**src/rtl/img_data_unpkt.sv**
```systemverilog
// Receive-side image unpacker: finds the frame header in 32-bit UDP payload words
// and splits each following word into two RGB565 pixels for the SDRAM write port.
module img_data_unpkt #(
    parameter int          CMOS_H_PIXEL = 640,
    parameter int          CMOS_V_PIXEL = 480,
    parameter logic [31:0] FRAME_HEAD   = 32'hF05A_A50F,
    parameter int          PCW          = $clog2(CMOS_H_PIXEL*CMOS_V_PIXEL+1)
) (
    input  logic           clk,
    input  logic           rst,
    input  logic           rx_enable,
    input  logic           rec_en,
    input  logic [31:0]    rec_data,
    input  logic           rec_pkt_done,
    input  logic [15:0]    rec_byte_num,
    input  logic           err_clr,
    output logic           pix_wr_en,
    output logic [15:0]    pix_wr_data,
    output logic           frame_start,
    output logic           frame_done,
    output logic [PCW-1:0] pix_cnt,
    output logic [3:0]     err_flags
);

    localparam logic [PCW-1:0] FRAME_PIX = PCW'(CMOS_H_PIXEL*CMOS_V_PIXEL);

    typedef enum logic {WAIT_HDR, FRAME} state_t;

    state_t         state_q, state_d;
    logic           first_word_q, first_word_d;
    logic           buf_full_q, buf_full_d;
    logic [15:0]    buf_q, buf_d;
    logic           done_in_pkt_q, done_in_pkt_d;
    logic           pix_wr_en_q, pix_wr_en_d;
    logic [15:0]    pix_wr_data_q, pix_wr_data_d;
    logic           frame_start_q, frame_start_d;
    logic           frame_done_q, frame_done_d;
    logic [PCW-1:0] pix_cnt_q, pix_cnt_d;
    logic [3:0]     err_q, err_d;
    logic [3:0]     err_set;
    logic           is_head;
    logic [PCW-1:0] cnt_inc;

    assign is_head = rec_en && first_word_q && (rec_data == FRAME_HEAD);
    assign cnt_inc = pix_cnt_q + 1'b1;

    always_ff @(posedge clk) begin
        if (rst) begin
            state_q       <= WAIT_HDR;
            first_word_q  <= 1'b1;
            buf_full_q    <= 1'b0;
            buf_q         <= '0;
            done_in_pkt_q <= 1'b0;
            pix_wr_en_q   <= 1'b0;
            pix_wr_data_q <= '0;
            frame_start_q <= 1'b0;
            frame_done_q  <= 1'b0;
            pix_cnt_q     <= '0;
            err_q         <= '0;
        end else begin
            state_q       <= state_d;
            first_word_q  <= first_word_d;
            buf_full_q    <= buf_full_d;
            buf_q         <= buf_d;
            done_in_pkt_q <= done_in_pkt_d;
            pix_wr_en_q   <= pix_wr_en_d;
            pix_wr_data_q <= pix_wr_data_d;
            frame_start_q <= frame_start_d;
            frame_done_q  <= frame_done_d;
            pix_cnt_q     <= pix_cnt_d;
            err_q         <= err_d;
        end
    end

    always_comb begin
        state_d       = state_q;
        first_word_d  = first_word_q;
        buf_full_d    = buf_full_q;
        buf_d         = buf_q;
        done_in_pkt_d = done_in_pkt_q;
        pix_wr_en_d   = 1'b0;
        pix_wr_data_d = pix_wr_data_q;
        frame_start_d = 1'b0;
        frame_done_d  = 1'b0;
        pix_cnt_d     = pix_cnt_q;
        err_set       = '0;

        // A word arriving with rec_pkt_done still belongs to the ending packet.
        if (rec_en) first_word_d = 1'b0;
        if (rec_pkt_done) begin
            first_word_d  = 1'b1;
            done_in_pkt_d = 1'b0;
            if (rec_byte_num[1:0] != 2'b00) err_set[2] = 1'b1;
        end

        if (!rx_enable) begin
            state_d       = WAIT_HDR;
            buf_full_d    = 1'b0;
            pix_cnt_d     = '0;
            done_in_pkt_d = 1'b0;
        end else begin
            case (state_q)
                WAIT_HDR: begin
                    pix_cnt_d = '0;
                    if (is_head) begin
                        state_d       = FRAME;
                        frame_start_d = 1'b1;
                        done_in_pkt_d = 1'b0;
                    end else if (rec_en && done_in_pkt_q) begin
                        err_set[1] = 1'b1;
                    end
                end
                FRAME: begin
                    // Buffered low half goes out first; a word arriving now is dropped.
                    if (buf_full_q) begin
                        pix_wr_en_d   = 1'b1;
                        pix_wr_data_d = buf_q;
                        buf_full_d    = 1'b0;
                        pix_cnt_d     = cnt_inc;
                        if (rec_en) err_set[3] = 1'b1;
                        if (cnt_inc == FRAME_PIX) begin
                            frame_done_d  = 1'b1;
                            state_d       = WAIT_HDR;
                            done_in_pkt_d = !rec_pkt_done;
                        end
                    end else if (is_head) begin
                        if (pix_cnt_q < FRAME_PIX) err_set[0] = 1'b1;
                        frame_start_d = 1'b1;
                        pix_cnt_d     = '0;
                    end else if (rec_en) begin
                        pix_wr_en_d   = 1'b1;
                        pix_wr_data_d = rec_data[31:16];
                        pix_cnt_d     = cnt_inc;
                        if (cnt_inc == FRAME_PIX) begin
                            frame_done_d  = 1'b1;
                            state_d       = WAIT_HDR;
                            done_in_pkt_d = !rec_pkt_done;
                            err_set[1]    = 1'b1;
                        end else begin
                            buf_d      = rec_data[15:0];
                            buf_full_d = 1'b1;
                        end
                    end
                end
                default: state_d = WAIT_HDR;
            endcase
        end

        err_d = err_clr ? '0 : (err_q | err_set);
    end

    assign pix_wr_en   = pix_wr_en_q;
    assign pix_wr_data = pix_wr_data_q;
    assign frame_start = frame_start_q;
    assign frame_done  = frame_done_q;
    assign pix_cnt     = pix_cnt_q;
    assign err_flags   = err_q;

endmodule

```
**config.mk**
```make
export PLATFORM = sky130hd
export DESIGN_NAME = img_data_unpkt
export DESIGN_NICKNAME = d
export VERILOG_FILES = /design/src/rtl/img_data_unpkt.sv
export SDC_FILE = /design/constraint.sdc
export NUM_CORES = 1
export LEC_CHECK = 0
export CAP_MARGIN = 20
export CORE_AREA = 4 4 96 98
export DETAILED_ROUTE_END_ITERATION = 16
export DIE_AREA = 0 0 100 102
export GPL_ROUTABILITY_DRIVEN = 0
export PLACE_DENSITY = 0.65
export SETUP_SLACK_MARGIN = 0.5
export SKIP_LAST_GASP = 1
export SYNTH_ARGS = -nofsm -noshare
export SYNTH_HDL_FRONTEND = slang
export SYNTH_SLANG_ARGS = --single-unit
```
**constraint.sdc**
```tcl
create_clock -name clk -period 2.5 [get_ports clk]
set_input_delay 0.625 -clock clk [delete_from_list [all_inputs] [get_ports clk]]
set_output_delay 0.625 -clock clk [all_outputs]
set_load 0.01 [all_outputs]
```
; Yosys cells after proc, flatten, opt, wreduce, memory -nomap -nowiden
; Cells that the tools add are included.
[classes]
n_addsub = 1
n_lt_le_gt_ge = 1
n_eq_ne = 4
n_mux = 45
bitwise = 6
reduce_logical = 12
[op_table]
columns = operator, count
row1 = $mux 19, 3
row2 = $mux 16, 3
row3 = $pmux 19 s2, 1
row4 = $eq 32x32->1 const B, 1
row5 = $mux 1, 32
row6 = $add 19x1->19 const B, 1
row7 = $eq 19x19->1 const B, 1
row8 = $lt 19x19->1 const B, 1
row9 = $pmux 1 s2, 4
row10 = $reduce_and 6->1, 1
row11 = $reduce_or 2->1, 3
row12 = $not 1->1, 5
row13 = $mux 2, 2
row14 = $ne 4x2->1 const B, 1
row15 = $or 4x4->4, 1
row16 = $reduce_and 4->1, 1
row17 = $reduce_bool 2->1, 2
row18 = $logic_and 1x1->1, 3
row19 = $reduce_or 3->1, 1
row20 = $ne 2x2->1 const B, 1
row21 = $logic_not 1->1, 1
[totals]
reg_bits = 62
inputBits = 54
out_inout_bits = 42
wordCells = 80

; Longest topological paths before layout
; Gate-level depths: netlist (run 1).
[depth]
word_depth = 9
depth_mapped = 10
ltp_nobuf = 8

; Least setup slack after synthesis (run 1)
; Ideal clock, no wire load.
[synth_path]
kind = register to register
start = register pix_cnt_q[0], in the netlist pix_cnt[0]
end = register buf_q[0]
setup_time_ns = 0.117
arrival_ns = 2.597
setup_slack_ns = -0.214
stages_incl_launch_ff = 10
path_buffers = 1
period_less_slack_ns = 2.714
cell_sequence = dfxtp_1 -> ha_1 -> nand3_1 -> nor3_1 -> xor2_1 -> or4_4 -> nor4_4 -> nor3_2 -> buf_6 -> a22o_1
[synth_between]
elab_chain_cells = 4
[synth_lines]
columns = item, line
row1 = start: declaration, 38  ; logic [PCW-1:0] pix_cnt_q, pix_cnt_d;
row2 = start signal: assignment, 70  ; pix_cnt_q <= pix_cnt_d;
row3 = $add 19x1->19, 45  ; assign cnt_inc = pix_cnt_q + 1'b1;
row4 = $eq 19x19->1, 134  ; if (cnt_inc == FRAME_PIX) begin
row5 = $not 1->1 (no source line), n/a
row6 = $reduce_and 6->1 (no source line), n/a
row7 = end signal: assignment, 64  ; buf_q <= buf_d;
row8 = end: declaration, 32  ; logic [15:0] buf_q, buf_d;
; Every way passes these cells.
; A chain may end at the register's enable or synchronous reset.

; Final worst setup path (run 1)
[layout_path]
start = register pix_cnt_q[3], in the netlist pix_cnt[3]
end = register buf_q[15]
; Same word-level chain as after synthesis.

==> results.cfg, run 1 <==
[logic_synthesis]
ys_types = 57
syn_nets = 367
synth_edf_count = 0
async_flop_share_pct = 0
synth_seq_area_share_pct = 43.2
syn_area_per_cell_sq_um = 9.21
synth_top_cell_by_area = dfxtp_1
synth_top_area_share_pct = 43.2
yosys.area_share.simple_pct = 20.0
yosys-top-cells-area = dfxtp_1, mux2i_1, a211oi_1
yosysMostFrequentCell = dfxtp_1
synth_xor_area_share_pct = 3.05
muxShareOfSynthArea_pct = 5.96
yosysWarnings = 0
syn_inst = 312
synth_top_family_by_area = compound AO/OA/AOI/OAI gates
yosys-top-cells-count = dfxtp_1, nand2_1, nor2_1
synth-adder-area-share_pct = 0.435
synth_area_sq_um = 2870
ys_ff_latch = 62
synthFlopType = dfxtp_1
synth_compound_area_share_pct = 22.5

[power_and_ir_drop]
p_clk_share_pct = 41.8
peakVddDrop_mv = 0.244
leakagePower_nw = 2.02
power_frac_comb_pct = 7.6
p_per_area_nw_per_um2 = 408
p_sw_w = 0.000507
p_int_w = 0.00144
seq_power_share_pct = 50.6
p_sw_share_pct = 26.1
power.total_w = 0.00195

[clock_network]
clockBufferDepth = 2
clock-sinks = 62
cts_max_level = 3
cts_tree = built
path_clk_slew_ns = 0.08
cts_hold_buf = 0
clock_latency_ns = 0.34
cts_root_buffer = clkbuf_8
cts-buffers-inserted = 9

[floorplanning]
die_y_um = 102
core_area_sq_um = 8470
ios = 96
start_util_pct = 33.9
dieArea_sq_um = 10200
fp-row-count = 34
die_w_um = 100

[route]
dr.first_iter.drc_count = 83
dr.pass1.iters = 5
avgRoutedWirePerCell_um = 16.4
drc_errors = 0
antenna_left = 0
finalWirelength_um = 9510
viasPerCell = 5.24
vias = 3027

[setup_path]
required_ns = 2.73
path_class = reg2reg
cp-start-kind = flop
arrival_ns = 2.82
worstSetupStartpoint = pix_cnt[3]$_SDFFE_PP0P_
r2r-start = pix_cnt[3]$_SDFFE_PP0P_
crit_path_end_kind = flop
crit_fanout = 8

[cells_and_area]
fin_cells = 578
diodes = 0
nets = 520
regArea_sq_um = 1260
multi_input_area_sq_um = 1780
nFillCells = 734
final_cell_area_sq_um = 4770
drive_above_1_share_pct = 37.7
area_delta_synth_final_pct = 65.9

[sta]
clock_skew_ns = 0.0126
finalSetupViolCount = 18
timing.final.crit_share_pct = 104
timing.final.ws_setup_ns = -0.0880
max_freq_mhz = 386
tightest_slew_ns = 0.549
fin_setup_tns_ns = -1.12
fin_crit_ns = 2.59
final_hold_viol_count = 0
relSlewSlack_pct = 63.2
rsz0062_at_grt = true
slew_viol_final = 0

[run_status]
status = finished, violations left
violations = setup timing

[grt]
grt_use_total_pct = 18.2
grt_max_degree = 25
grt_pass1_wl_um = 14700
grt_overflow = 0
grt_pass1_vias = 2949
antenna_found_initial = 0

[place]
place.port_buffers = 81
detailed_place_hpwl_um = 6250
place_ws_ns = -0.189
dp_cells = 544
post_dp_cell_area_sq_um = 4250

[hold_path]
hp-start = err_flags[2]$_SDFF_PP0_
hp-class = reg2reg

[job]
drv_cap = 0
==> metal layers <==
metal | GRT usage (%) | vias up | part of all wire, %
met5 | 0 | - | 0
met1 | 21.9 | 1441 | 43
met4 | 6.42 | 0 | 1.9
met2 | 31.8 | 87 | 50
li1 | - | 1487 | -
met3 | 4.23 | 12 | 5.6
==> logic make-up after synthesis <==
group	after synthesis
AOI/OAI and AO/OA	88
and+or+nand+nor	107
DFF	62
muxes	17
adders and majority gates	1
buffers and inverters	27
xor gates and xnor gates	10
==> what timing repair did <==
item,CTS,global route
setup buffers,9,5
gates cloned,4,0
gates resized for setup,76,75
setup endpoints to repair,62,59
pin swaps,26,20
==> stage by stage <==
step                hold WS (ns)  util, %
floorplan                  0.436        -
global placement           0.447     50.2
detailed placement         0.457     50.2
CTS                        0.472     55.2
global route               0.481     56.3
finish                     0.469     56.3
==> sequential cells by signal, indices dropped and copies added, names as in the netlist <==
signal         count
pix_wr_data       16
first_word_q       1
err_flags          4
pix_cnt           19
pix_wr_en          1
done_in_pkt_q      1
state_q            1
frame_done         1
buf_q             16
buf_full_q         1
frame_start        1
==> critical path, stage by stage, from the launching register on <==
cell and delay (ns):
dfxtp_2 0.35, or4_4 0.54, a21oi_2 0.14, o2111ai_2 0.13
or4_4 0.45, nor4_4 0.34, buf_4 0.22, nor3_4 0.09
a22o_2 0.22
==> cell usage in the layout (no fill, tap or decap), types with 6 or more instances in the layout <==
cell	n
a211oi_1	16
a22o_1	14
a31oi_1	6
buf_4	69
buf_6	7
clkbuf_2	19
clkbuf_8	9
clkdlybuf4s15_1	6
clkdlybuf4s50_1	39
dfxtp_1	49
dfxtp_2	10
dlygate4sd2_1	9
dlymetal6s2s_1	6
inv_1	6
mux2i_1	16
nand2_1	25
nand3_1	10
nor2_1	25
o21ai_0	8
==> path summary, 6_finish.rpt <==
kind / slack [ns] / cells past startpoint / endpoint
worst max register to register: -0.09 / 8 / buf_q[15]$_SDFFE_PP0P_
worst max-delay path: -0.09 / 8 / buf_q[15]$_SDFFE_PP0P_
worst min register to register: 0.47 / 2 / err_flags[2]$_SDFF_PP0_
worst min-delay path: 0.47 / 2 / err_flags[2]$_SDFF_PP0_
==> cell type report <==
class	instances	area share, %
sequential	62	26.5
clock inverter	7	1.18
multi-input combinational	225	37.3
timing repair inverter	1	0.157
inverter	7	0.656
clock buffer	9	2.60
tap	108	2.83
timing repair buffer	159	28.7
==> power by group through the flow <==
stage | registers, W | clock network [W] | logic [W]
floorplan | 0.00101 | 0 | 0.0000352
global placement | 0.00101 | 0 | 0.000141
detailed placement | 0.00101 | 0 | 0.000142
CTS | 0.000988 | 0.000828 | 0.000143
global route | 0.000986 | 0.000871 | 0.000158
finish | 0.000986 | 0.000813 | 0.000148
No activity file was read; power rests on OpenSTA's default activity.
==> run 2, diff against run 1 <==
Clock period 2.5 ns to 2.3 ns, I/O delays scaled along.
==> run 2 against run 1 <==
Compared with the run above: the flow still finishes with violations (setup timing); sequential share of layout area shrank 2.3 points; sequential power increased by 9%; routed wire length up 13%; design area is 9.5% higher; register-to-register slack worse by 0.23 ns; global-route usage rose by 2.3 points; count of clock-buffer cells in the layout unchanged; combinational power grew 3%; fmax fell by 1.3%; non-clock buffer count is 33 higher; critical path depth is 2 higher; largest cell class unchanged.
==> results.cfg, run 2 (synthesized netlist as in run 1, its figures left out) <==
[clock_network]
path_clk_slew_ns = 0.08
cts_hold_buf = 0
cts_max_level = 3
clock_latency_ns = 0.34
cts-buffers-inserted = 9
cts_root_buffer = clkbuf_8
clock-sinks = 62
clockBufferDepth = 2
cts_tree = built

[grt]
grt_use_total_pct = 20.4
grt_pass1_vias = 3329
grt_overflow = 0
grt_max_degree = 23
antenna_found_initial = 0
grt_pass1_wl_um = 16600

[route]
viasPerCell = 5.38
finalWirelength_um = 10700
antenna_left = 0
vias = 3274
drc_errors = 0
avgRoutedWirePerCell_um = 17.6
dr.first_iter.drc_count = 182
dr.pass1.iters = 6

[power_and_ir_drop]
power.total_w = 0.00241
p_sw_share_pct = 22.4
p_sw_w = 0.000541
p_int_w = 0.00187
p_per_area_nw_per_um2 = 462
p_clk_share_pct = 49.3
power_frac_comb_pct = 6.3
seq_power_share_pct = 44.3
leakagePower_nw = 2.42
peakVddDrop_mv = 0.312

[sta]
timing.final.crit_share_pct = 114
max_freq_mhz = 382
fin_crit_ns = 2.62
finalSetupViolCount = 21
timing.final.ws_setup_ns = -0.321
clock_skew_ns = 0.00947
relSlewSlack_pct = 72.1
tightest_slew_ns = 0.417
slew_viol_final = 0
fin_setup_tns_ns = -4.96
final_hold_viol_count = 0
rsz0062_at_grt = true

[job]
drv_cap = 0

[cells_and_area]
final_cell_mix = buf_4, dfxtp_1, dlygate4sd2_1
area_delta_synth_final_pct = 81.6
regArea_sq_um = 1270
multi_input_area_sq_um = 1920
largest_register_ffs = 19
nets = 551
layout_commonest_cell = buf_4
nFillCells = 681
drive_above_1_share_pct = 48.5
diodes = 0

[floorplanning]
core_area_sq_um = 8470
fp-row-count = 34
die_y_um = 102
die_w_um = 100
ios = 96
start_util_pct = 33.9
dieArea_sq_um = 10200

[setup_path]
regToRegSetupSlack_ns = -0.32
required_ns = 2.52
cp-start-kind = flop
r2r_cells = 10
r2r-start = pix_cnt[4]$_SDFFE_PP0P_
crit_path_end_kind = flop
crit_path_frequent_cell = buf_4
crit_fanout = 8
cp-endpoint = buf_q[15]$_SDFFE_PP0P_
path_class = reg2reg
rr_endpoint = buf_q[15]$_SDFFE_PP0P_
crit_path_cell_trace = buf_4, and4_1, a311oi_1, a41oi_1, or4_4, nor4_4, buf_4, buf_4, nor3_4, a22o_2
arrival_ns = 2.85
cp_slowest_cell = or4_4
crit_path_max_incr_delay_ns = 0.56
worstSetupStartpoint = pix_cnt[4]$_SDFFE_PP0P_

[place]
detailed_place_hpwl_um = 6800
place.port_buffers = 81
place_ws_ns = -0.351

[hold_path]
hp-class = in2reg

[run_status]
violations = setup timing
status = finished, violations left
-- run 2: cell types whose count changed in the layout (fill, tap and decap cells not counted), sizes merged --
cell and delta:
bufinv +3, clkbuf -15, buf +56, dlygate4sd2 +27, clkdlybuf4s50 -34, o31a -1, dlymetal6s2s +1, clkdlybuf4s15 -2
inv -4
-- run 2: layout make-up --
cell class                      instances  area share (%)
Clock buffer                            9            2.37
Clock inverter                          7            2.35
Timing Repair Buffer                  192            31.0
Sequential cell                        62            24.3
Inverter                                7           0.599
Multi-Input combinational cell        224            36.8
Tap cell                              108            2.59
-- run 2: critical path: cells and delay by family, from the launching register on --
family                 cells  cell delay [ns]
and+or+nand+nor            4             1.05
buffers and inverters      3             0.48
AOI/OAI and AO/OA          3             0.62
DFF                        1             0.34
-- run 2: how the worst min path moves through the flow --
stage / from / to / slack (ns) / cells past startpoint
floorplan: first_word_q$_SDFFE_PP1P_ / first_word_q$_SDFFE_PP1P_ / 0.44 / 1
global placement: err_flags[2]$_SDFF_PP0_ / err_flags[2]$_SDFF_PP0_ / 0.45 / 2
detailed placement: err_flags[2]$_SDFF_PP0_ / err_flags[2]$_SDFF_PP0_ / 0.46 / 2
CTS: rec_data[4] / buf_q[4]$_SDFFE_PP0P_ / 0.46 / 2
global route: rec_data[11] / buf_q[11]$_SDFFE_PP0P_ / 0.44 / 2
finish: rec_data[11] / buf_q[11]$_SDFFE_PP0P_ / 0.45 / 2
-- run 2: through the flow --
| stage | util, % | area (sq um) | hold slack, ns | instances |
|---|---|---|---|---|
| after CTS | 59.0 | 4990 | 0.461 | 596 |
| after global placement | 51.8 | 4390 | 0.446 | 562 |
| after global routing | 61.7 | 5220 | 0.437 | 609 |
| after detailed placement | 51.8 | 4390 | 0.460 | 562 |
| final | 61.7 | 5220 | 0.451 | 609 |
| after floorplan | - | 2990 | 0.436 | 312 |
-- run 2: routing by layer --
metal  GRT usage, %  routed length, um
met1           24.2               4450
met2           35.2               5370
met3           5.05                568
met5              0                  0
met4           9.02                330
-- run 2: power by group through the flow --
| stage | Combinational (W) | Sequential (W) | Clock [W] |
|---|---|---|---|
| after detailed placement | 0.000154 | 0.00110 | 0 |
| after CTS | 0.000150 | 0.00107 | 0.00120 |
| final | 0.000153 | 0.00107 | 0.00119 |
| after global routing | 0.000163 | 0.00107 | 0.00125 |
| after global placement | 0.000153 | 0.00110 | 0 |
| after floorplan | 0.0000384 | 0.00110 | 0 |
-- run 2: repair_timing --
| item | in CTS | in global routing |
|---|---|---|
| setup endpoints to repair | 94 | 63 |
| gates cloned | 4 | 0 |
| hold endpoints to repair | 0 | 0 |
| gates resized for setup | 219 | 47 |
| buffers inserted | 14 | 13 |
| pin swaps | 29 | 24 |
==> run 3, diff against run 2 <==
Settings changed: CTS_BUF_LIST from default to sky130_fd_sc_hd__clkbuf_4 sky130_fd_sc_hd__clkbuf_8 sky130_fd_sc_hd__clkbuf_16.
==> results of run 3 <==
No change in the layout: final DEF, timing and power equal those of run 2.
